--- config.mk ---
export PLATFORM = sky130hd
export DESIGN_NAME = alu_mul_sequencer
export DESIGN_NICKNAME = d
export VERILOG_FILES = /design/src/rtl/alu_mul_sequencer.sv
export SDC_FILE = /design/constraint.sdc
export NUM_CORES = 1
export LEC_CHECK = 0
export ABC_AREA = 1
export CAP_MARGIN = 30
export CORE_MARGIN = 1
export CORE_UTILIZATION = 51
export CTS_CLUSTER_SIZE = 30
export DETAILED_ROUTE_END_ITERATION = 8
export HOLD_SLACK_MARGIN = 0.15
export PLACE_DENSITY = 0.87
export SYNTH_ARGS = -nofsm -noshare
export SYNTH_HDL_FRONTEND = slang
export SYNTH_SLANG_ARGS = --single-unit
export TNS_END_PERCENT = 5
--- constraint.sdc ---
create_clock -name clk -period 2.75 [get_ports clk]
set_input_delay 0.825 -clock clk [delete_from_list [all_inputs] [get_ports clk]]
set_output_delay 0.825 -clock clk [all_outputs]
set_load 0.01 [all_outputs]
--- src/rtl/alu_mul_sequencer.sv ---
// Shift-and-add MUL/MULW sequencer that borrows the shared ALU in ADD mode.
// Ports: start handshake, word-op flag, operands, flush, done/result, ALU hooks.
module alu_mul_sequencer #(
    parameter int DATA_WIDTH    = 64,
    parameter int WORD_WIDTH    = 32,
    parameter int CONTROL_WIDTH = 4,
    parameter int CNT_WIDTH     = 7
) (
    input  logic                     clk,
    input  logic                     arstn,
    input  logic                     i_start_valid,
    output logic                     o_start_ready,
    input  logic                     i_word_op,
    input  logic [DATA_WIDTH-1:0]    i_src_1,
    input  logic [DATA_WIDTH-1:0]    i_src_2,
    input  logic                     i_flush,
    output logic                     o_done,
    output logic [DATA_WIDTH-1:0]    o_result,
    output logic                     o_alu_busy,
    output logic [CONTROL_WIDTH-1:0] o_alu_control,
    output logic [DATA_WIDTH-1:0]    o_alu_src_1,
    output logic [DATA_WIDTH-1:0]    o_alu_src_2,
    input  logic [DATA_WIDTH-1:0]    i_alu_result
);

    localparam logic [CONTROL_WIDTH-1:0] ALU_ADD = '0;
    localparam int EXT_W = DATA_WIDTH - WORD_WIDTH;

    typedef enum logic [1:0] {
        IDLE,
        CALC,
        DONE
    } state_t;

    state_t                state_q, state_d;
    logic [DATA_WIDTH-1:0] acc_q, acc_d;
    logic [DATA_WIDTH-1:0] mcand_q, mcand_d;
    logic [DATA_WIDTH-1:0] mplier_q, mplier_d;
    logic [CNT_WIDTH-1:0]  count_q, count_d;
    logic                  word_q, word_d;
    logic [DATA_WIDTH-1:0] result_q, result_d;

    logic                  ready;
    logic [DATA_WIDTH-1:0] acc_next;
    logic [DATA_WIDTH-1:0] mplier_sh;
    logic [CNT_WIDTH-1:0]  last_cnt;

    always_comb begin
        state_d   = state_q;
        acc_d     = acc_q;
        mcand_d   = mcand_q;
        mplier_d  = mplier_q;
        count_d   = count_q;
        word_d    = word_q;
        result_d  = result_q;
        ready     = (state_q == IDLE) && !i_flush;
        // Accumulator value after this CALC cycle, including its own update.
        acc_next  = mplier_q[0] ? i_alu_result : acc_q;
        mplier_sh = mplier_q >> 1;
        last_cnt  = word_q ? CNT_WIDTH'(WORD_WIDTH - 1)
                           : CNT_WIDTH'(DATA_WIDTH - 1);

        unique case (state_q)
            IDLE: begin
                if (i_start_valid && ready) begin
                    acc_d    = '0;
                    mcand_d  = i_src_1;
                    count_d  = '0;
                    word_d   = i_word_op;
                    mplier_d = i_word_op
                        ? {{EXT_W{1'b0}}, i_src_2[WORD_WIDTH-1:0]}
                        : i_src_2;
                    state_d  = CALC;
                end
            end
            CALC: begin
                acc_d    = acc_next;
                mcand_d  = mcand_q << 1;
                mplier_d = mplier_sh;
                count_d  = count_q + 1'b1;
                // Stop early once no multiplier bits remain.
                if ((mplier_sh == '0) || (count_q == last_cnt)) begin
                    state_d  = DONE;
                    result_d = word_q
                        ? {{EXT_W{acc_next[WORD_WIDTH-1]}},
                           acc_next[WORD_WIDTH-1:0]}
                        : acc_next;
                end
            end
            DONE: begin
                state_d = IDLE;
            end
            default: begin
                state_d = IDLE;
            end
        endcase

        if (i_flush) begin
            state_d  = IDLE;
            acc_d    = '0;
            mcand_d  = '0;
            mplier_d = '0;
            result_d = result_q;
        end
    end

    always_ff @(posedge clk or negedge arstn) begin
        if (!arstn) begin
            state_q  <= IDLE;
            acc_q    <= '0;
            mcand_q  <= '0;
            mplier_q <= '0;
            count_q  <= '0;
            word_q   <= 1'b0;
            result_q <= '0;
        end else begin
            state_q  <= state_d;
            acc_q    <= acc_d;
            mcand_q  <= mcand_d;
            mplier_q <= mplier_d;
            count_q  <= count_d;
            word_q   <= word_d;
            result_q <= result_d;
        end
    end

    // done is decoded from the registered state, so a flush in the
    // DONE cycle cannot suppress the pulse.
    assign o_start_ready = ready;
    assign o_done        = (state_q == DONE);
    assign o_result      = result_q;
    assign o_alu_busy    = (state_q == CALC);
    assign o_alu_control = ALU_ADD;
    assign o_alu_src_1   = (state_q == CALC) ? acc_q : '0;
    assign o_alu_src_2   = (state_q == CALC) ? mcand_q : '0;

endmodule

==> results_dict.tcl, run 1 <==
set metrics [dict create \
    violations "setup timing" \
    layout_setup_ws_ps -77.8 \
    core_um2 24500 \
    synth_top_area_cell "dfrtp_1" \
    port_buffers 391 \
    num_rows 57 \
    async_flop_share_pct 100 \
    ant_nets 0 \
    hold_viol_final 0 \
    ff2ff_setup_slack_ps 700 \
    ctsRootBufferMaster "clkbuf_16" \
    synth-main-ff-cell "dfrtp_1" \
    fill_cells 1776 \
    drt-total-wl_mm 39.7 \
    die_area_um2 25900 \
    avgSynthCellArea_um2 7.98 \
    vias 12600 \
    crit_path_start_kind "register" \
    worst_slew_pin_slew_ps 735 \
    max_freq_mhz 354 \
    cts_max_level 1 \
    place_congestion 0.830 \
    final_area_um2 18100 \
    grt_pass1_vias 12400 \
    layout-drive-gt1-share_pct 6.82 \
    multi_input_area_um2 5150 \
    synthCells 1612 \
    leakagePower_nw 9.14 \
    yosysMostFrequentCell "nand2_1" \
    place_area_um2 17000 \
    cp-end-kind "output port" \
    synth_edf_count 0 \
    final_net_count 2143 \
    ys_types 23 \
    clkSinkCount 266 \
    max-vdd-ir-drop_mv 0.443 \
    cts_buffer_depth 3 \
    dpl.cell_count 2237 \
    dp_hpwl_mm 26.0 \
    clock_skew_ps 15.6 \
    grt_use_total_pct 30.2 \
    drt-initial-drc-count 1146 \
    ys_warn_count 0 \
    io_pins 396 \
    period_minus_slack_ps 2830 \
    path_clk_slew_ps 60 \
    viasPerCell 5.52 \
    start_util_pct 52.5 \
    grt_setup_unrepaired "yes" \
    min_path_type "in -> async" \
    ys_ff_latch 266 \
    drt_first_pass_iters 6 \
    grt_max_degree 108 \
    die_x_um 161 \
    crit_arrival_ps 2000 \
    die_h_um 161 \
    area_growth_syn_to_layout_pct 41.0 \
    ys_top_cells_by_count "nand2_1, dfrtp_1, nor2_1" \
    setup_viol 37 \
    powerDensity_nw_per_um2 552 \
    yosysTopAreaCellShare_pct 51.7 \
    drc 0 \
    relSlewSlack_pct 51.0 \
    crit_required_ps 1930 \
    final_max_slew_viol_count 0 \
    insertion_delay_ps 540 \
    overflow 0 \
    cts_tree "built" \
    syn_area_um2 12900 \
    maxCapViolations 0 \
    wl_per_cell_um 17.4 \
    path_class "reg -> out" \
    period_share_pct 103 \
    status "finished with violations" \
    synth_seq_area_share_pct 51.7 \
    path_max_fanout 49 \
    seq_area_um2 6660 \
    antenna_found_initial 1 \
    ys_top_cells_by_area "dfrtp_1, nand2_1, a22oi_1, o21ai_0, nor2_1" \
    stdcell_count 2289 \
    numCtsBuffers 28 \
    grt_pass1_wl_mm 63.2 \
]
-- final timing paths --
check | startpoint | to | depth (start not counted)
min in group clk | o_result[42]$_DFFE_PN0P_ | o_result[42]$_DFFE_PN0P_ | 2
worst min-delay path | arstn | mcand_q[9]$_DFFE_PN0P_ | 1
worst min register to register | o_result[42]$_DFFE_PN0P_ | o_result[42]$_DFFE_PN0P_ | 2
worst max register to register | state_q[0]$_DFFE_PN0P_ | mplier_q[1]$_DFFE_PN0P_ | 9
max in group asynchronous | arstn | acc_q[22]$_DFFE_PN0P_ | 2
worst max-delay path | state_q[0]$_DFFE_PN0P_ | o_alu_src_2[17] | 6
-- repair_timing --
| item | in CTS | in global routing |
|---|---|---|
| hold buffers | 0 | 0 |
| pin swaps | 1 | 1 |
| endpoints found under the setup margin | 129 | 111 |
| setup buffers | 1 | 0 |
| gates resized for setup | 117 | 56 |
| gates cloned | 0 | 1 |
-- per-stage QoR --
stage          setup slack (ps)  power, mW  hold WS (ps)  setup TNS, ps  util (%)
2_1_floorplan               541       5.35           453              0         -
3_5_place_dp               -136       6.22           457          -6320      69.5
3_3_place_gp               -146       6.17           452          -1860      69.5
5_1_grt                    -143       10.5           256          -5160      73.9
6_report                  -77.8       10.0           219           -936      73.9
4_1_cts                    -268       10.0           240         -10900      73.2
-- report_power, final --
part / leakage [nW] / total [mW] / switching, mW / internal (mW)
sequential: 3.60 / 4.37 / 0.181 / 4.19
clock: 0.468 / 3.82 / 1.53 / 2.28
combinational: 5.08 / 1.82 / 1.06 / 0.766
-- critical path, cell delays in order, from the launching register on --
cell and delay, ps:
dfrtp_1 390, inv_2 80, nor2_4 160, inv_4 90, buf_12 210, nor2_1 200, dlygate4sd2_1 330
-- placed cells by master, fill, tap and decap left out, drive strengths merged --
cell	n
ha	1
a22o	1
diode	1
o21ai	266
dfrtp	266
nor2	178
clkbuf	41
clkinv	8
o31ai	1
a21oi	2
o22ai	33
nand3	70
clkdlybuf4s50	261
xor2	1
dlygate4sd2	82
a22oi	124
clkdlybuf4s15	1
nand2	389
bufinv	2
dlymetal6s2s	46
conb	4
inv	151
buf	36
-- sequential cells by signal, indices dropped and copies added, names as in the netlist --
name and flops:
mcand_q 64, state_q 2, count_q 7, o_result 64
acc_q 64, mplier_q 64, word_q 1
-- layout make-up --
class,instances,share of cell area (%)
Tap cell,324,2.23
Clock buffer,40,4.61
Timing Repair Buffer,427,24.3
Antenna cell,1,0.0138
Clock inverter,9,0.524
Sequential cell,266,36.7
Multi-Input combinational cell,1070,28.4
Inverter,152,3.16
-- metal layers --
layer  up-vias  global-route usage [%]  part of all wire (%)
li1       5947                       -                     -
met2       644                    50.6                    49
met1      5930                    37.7                    37
met3       114                    6.66                   9.6
met4         0                    12.6                   4.2
met5         -                       0                     0
-- cells by family (layout without fill, tap and decap cells) --
logic type / after synthesis / in the layout / synth area share (%)
other: 1 / 5 / 0.0291
buffers and inverters: 279 / 628 / 9.29
DFF: 266 / 266 / 51.7
xor gates and xnor gates: 1 / 1 / 0.0681
AOI/OAI and AO/OA: 427 / 427 / 19.4
adders and majority gates: 1 / 1 / 0.0972
and+or+nand+nor: 637 / 637 / 19.4
Power figures use the tool's default switching activity.
==> run 2: changes to the inputs <==
--- a/config.mk
+++ b/config.mk
@@ -7,12 +7,13 @@
 export LEC_CHECK = 0
 export ABC_AREA = 1
 export CAP_MARGIN = 30
+export CORE_ASPECT_RATIO = 2
 export CORE_MARGIN = 1
-export CORE_UTILIZATION = 51
+export CORE_UTILIZATION = 43
 export CTS_CLUSTER_SIZE = 30
 export DETAILED_ROUTE_END_ITERATION = 8
 export HOLD_SLACK_MARGIN = 0.15
-export PLACE_DENSITY = 0.87
+export PLACE_DENSITY = 0.78
 export SYNTH_ARGS = -nofsm -noshare
 export SYNTH_HDL_FRONTEND = slang
 export SYNTH_SLANG_ARGS = --single-unit
==> constraint.sdc (replaced) <==
create_clock -name clk -period 2.6 [get_ports clk]
set_input_delay 0.78 -clock clk [delete_from_list [all_inputs] [get_ports clk]]
set_output_delay 0.78 -clock clk [all_outputs]
set_load 0.01 [all_outputs]
==> results_dict.tcl, run 2 (synthesis gave the netlist of run 1 again) <==
set metrics [dict create \
    status "finished with violations" \
    violations "setup timing" \
    clkSinkCount 266 \
    max_freq_mhz 376 \
    dp_hpwl_mm 28.6 \
    cp-end-kind "output port" \
    num_rows 89 \
    grt_setup_unrepaired "yes" \
    drt-total-wl_mm 40.8 \
    layout_setup_ws_ps -61.0 \
    cts_max_level 1 \
    maxCapViolations 0 \
    port_buffers 391 \
    crit_arrival_ps 1880 \
    setup_viol 7 \
    hold_viol_final 0 \
    period_share_pct 102 \
    grt_use_total_pct 26.2 \
    die_h_um 247 \
    worst_slew_pin_slew_ps 674 \
    cts_tree "built" \
    r2r_cells 8 \
    place_congestion 0.900 \
    fin_util_pct 60.2 \
    seq_area_um2 6660 \
    ctsRootBufferMaster "clkbuf_16" \
    final_max_slew_viol_count 0 \
    grt_pass1_wl_mm 64.8 \
    total_power_mw 10.4 \
    hold_buffers 0 \
    overflow 0 \
    viasPerCell 5.33 \
    grt_pass1_vias 12500 \
    ant_nets 0 \
    vias 12500 \
    insertion_delay_ps 540 \
    multi_input_area_um2 5210 \
    mostFrequentLayoutCell "nand2_1" \
    min_path_type "in -> async" \
    powerDensity_nw_per_um2 583 \
    relSlewSlack_pct 55.1 \
    fill_cells 2626 \
    core_um2 29500 \
    grt_max_degree 111 \
    cts_buffer_depth 3 \
    final_cell_mix "nand2_1, dfrtp_1, clkdlybuf4s50_1" \
    path_max_fanout 23 \
    crit_required_ps 1820 \
    path_clk_slew_ps 60 \
    antenna_found_initial 6 \
    leakagePower_nw 8.18 \
    die_x_um 124 \
    path_class "reg -> out" \
    numCtsBuffers 25 \
    drc 0 \
    final_net_count 2158 \
    area_growth_syn_to_layout_pct 38.1 \
    crit_path_start_kind "register" \
    start_util_pct 43.6 \
    drt-initial-drc-count 727 \
    drt_first_pass_iters 5 \
    clock_skew_ps 27.6 \
    io_pins 396 \
    wl_per_cell_um 17.4 \
    layout-drive-gt1-share_pct 14.1 \
    max-vdd-ir-drop_mv 0.463 \
    die_area_um2 30700 \
    period_minus_slack_ps 2660 \
]
## run 2: cell types whose count changed in the layout (fill, tap and decap cells not counted), sizes merged
cell,change
buf,+42
dlymetal6s2s,-46
clkdlybuf4s15,+3
bufinv,+1
dlygate4sd2,-76
clkdlybuf4s50,-2
diode,+5
clkinvlp,+1
clkinv,-5
inv,+1
clkbuf,+91
## run 2: metrics by stage
stage / instances / setup TNS (ps) / hold WS, ps / area (um^2) / setup slack, ps
floorplan: 1615 / 0 / 453 / 12900 / 436
global placement: 2291 / -10880 / 453 / 17200 / -219
detailed placement: 2291 / -15330 / 458 / 17200 / -231
CTS: 2334 / -1240 / 230 / 18000 / -49.8
global route: 2344 / -1020 / 256 / 17800 / -110
finish: 2344 / -269 / 215 / 17800 / -61.0
## run 2: area by class of cell
type / instances / share of cell area (%)
well taps: 364 / 2.56
clock buffers: 34 / 3.93
repair buffers: 445 / 22.7
flip-flops and latches: 266 / 37.5
diodes: 6 / 0.0845
inverters: 152 / 3.25
clock inverters: 7 / 0.655
multi-input cells: 1070 / 29.3
## run 2: worst max-delay path, stage by stage, from the launching register on
cell and delay (ps):
dfrtp_1 420, nor2_4 190, inv_8 100, buf_8 180
nor2_1 170, clkdlybuf4s15_2 270
## run 2: worst paths after layout
path	from	end	slack [ps]
setup reg to reg	state_q[1]$_DFFE_PN0P_	mplier_q[43]$_DFFE_PN0P_	500
min in group clk	o_result[59]$_DFFE_PN0P_	o_result[59]$_DFFE_PN0P_	470
setup / recovery	state_q[1]$_DFFE_PN0P_	o_alu_src_2[10]	-60
max in group asynchronous	arstn	count_q[2]$_DFFE_PN0P_	1580
hold / removal	arstn	mcand_q[4]$_DFFE_PN0P_	220
hold reg to reg	o_result[59]$_DFFE_PN0P_	o_result[59]$_DFFE_PN0P_	470
## run 2: routing by layer
layer | routed length [um] | share of wire (%) | global-route usage [%] | vias to the layer above
li1 | - | - | - | 5961
met5 | 0 | 0 | 0 | -
met1 | 14500 | 35 | 29.0 | 5922
met4 | 2780 | 6.8 | 17.2 | 0
met3 | 1960 | 4.8 | 3.18 | 135
met2 | 21600 | 53 | 47.1 | 474
## run 2: repair_timing
action / 4_1_cts / 5_1_grt
setup buffers: 2 / 2
endpoints found under the setup margin: 130 / 118
gates resized for setup: 248 / 233
pin swaps: 1 / 1
gates cloned: 0 / 2
## run 2: report_power, final
| part | total (mW) | leakage [nW] | switching [mW] | internal, mW |
|---|---|---|---|---|
| logic | 1.99 | 4.18 | 1.14 | 0.846 |
| clock network | 3.75 | 0.397 | 1.58 | 2.17 |
| registers | 4.63 | 3.60 | 0.199 | 4.43 |
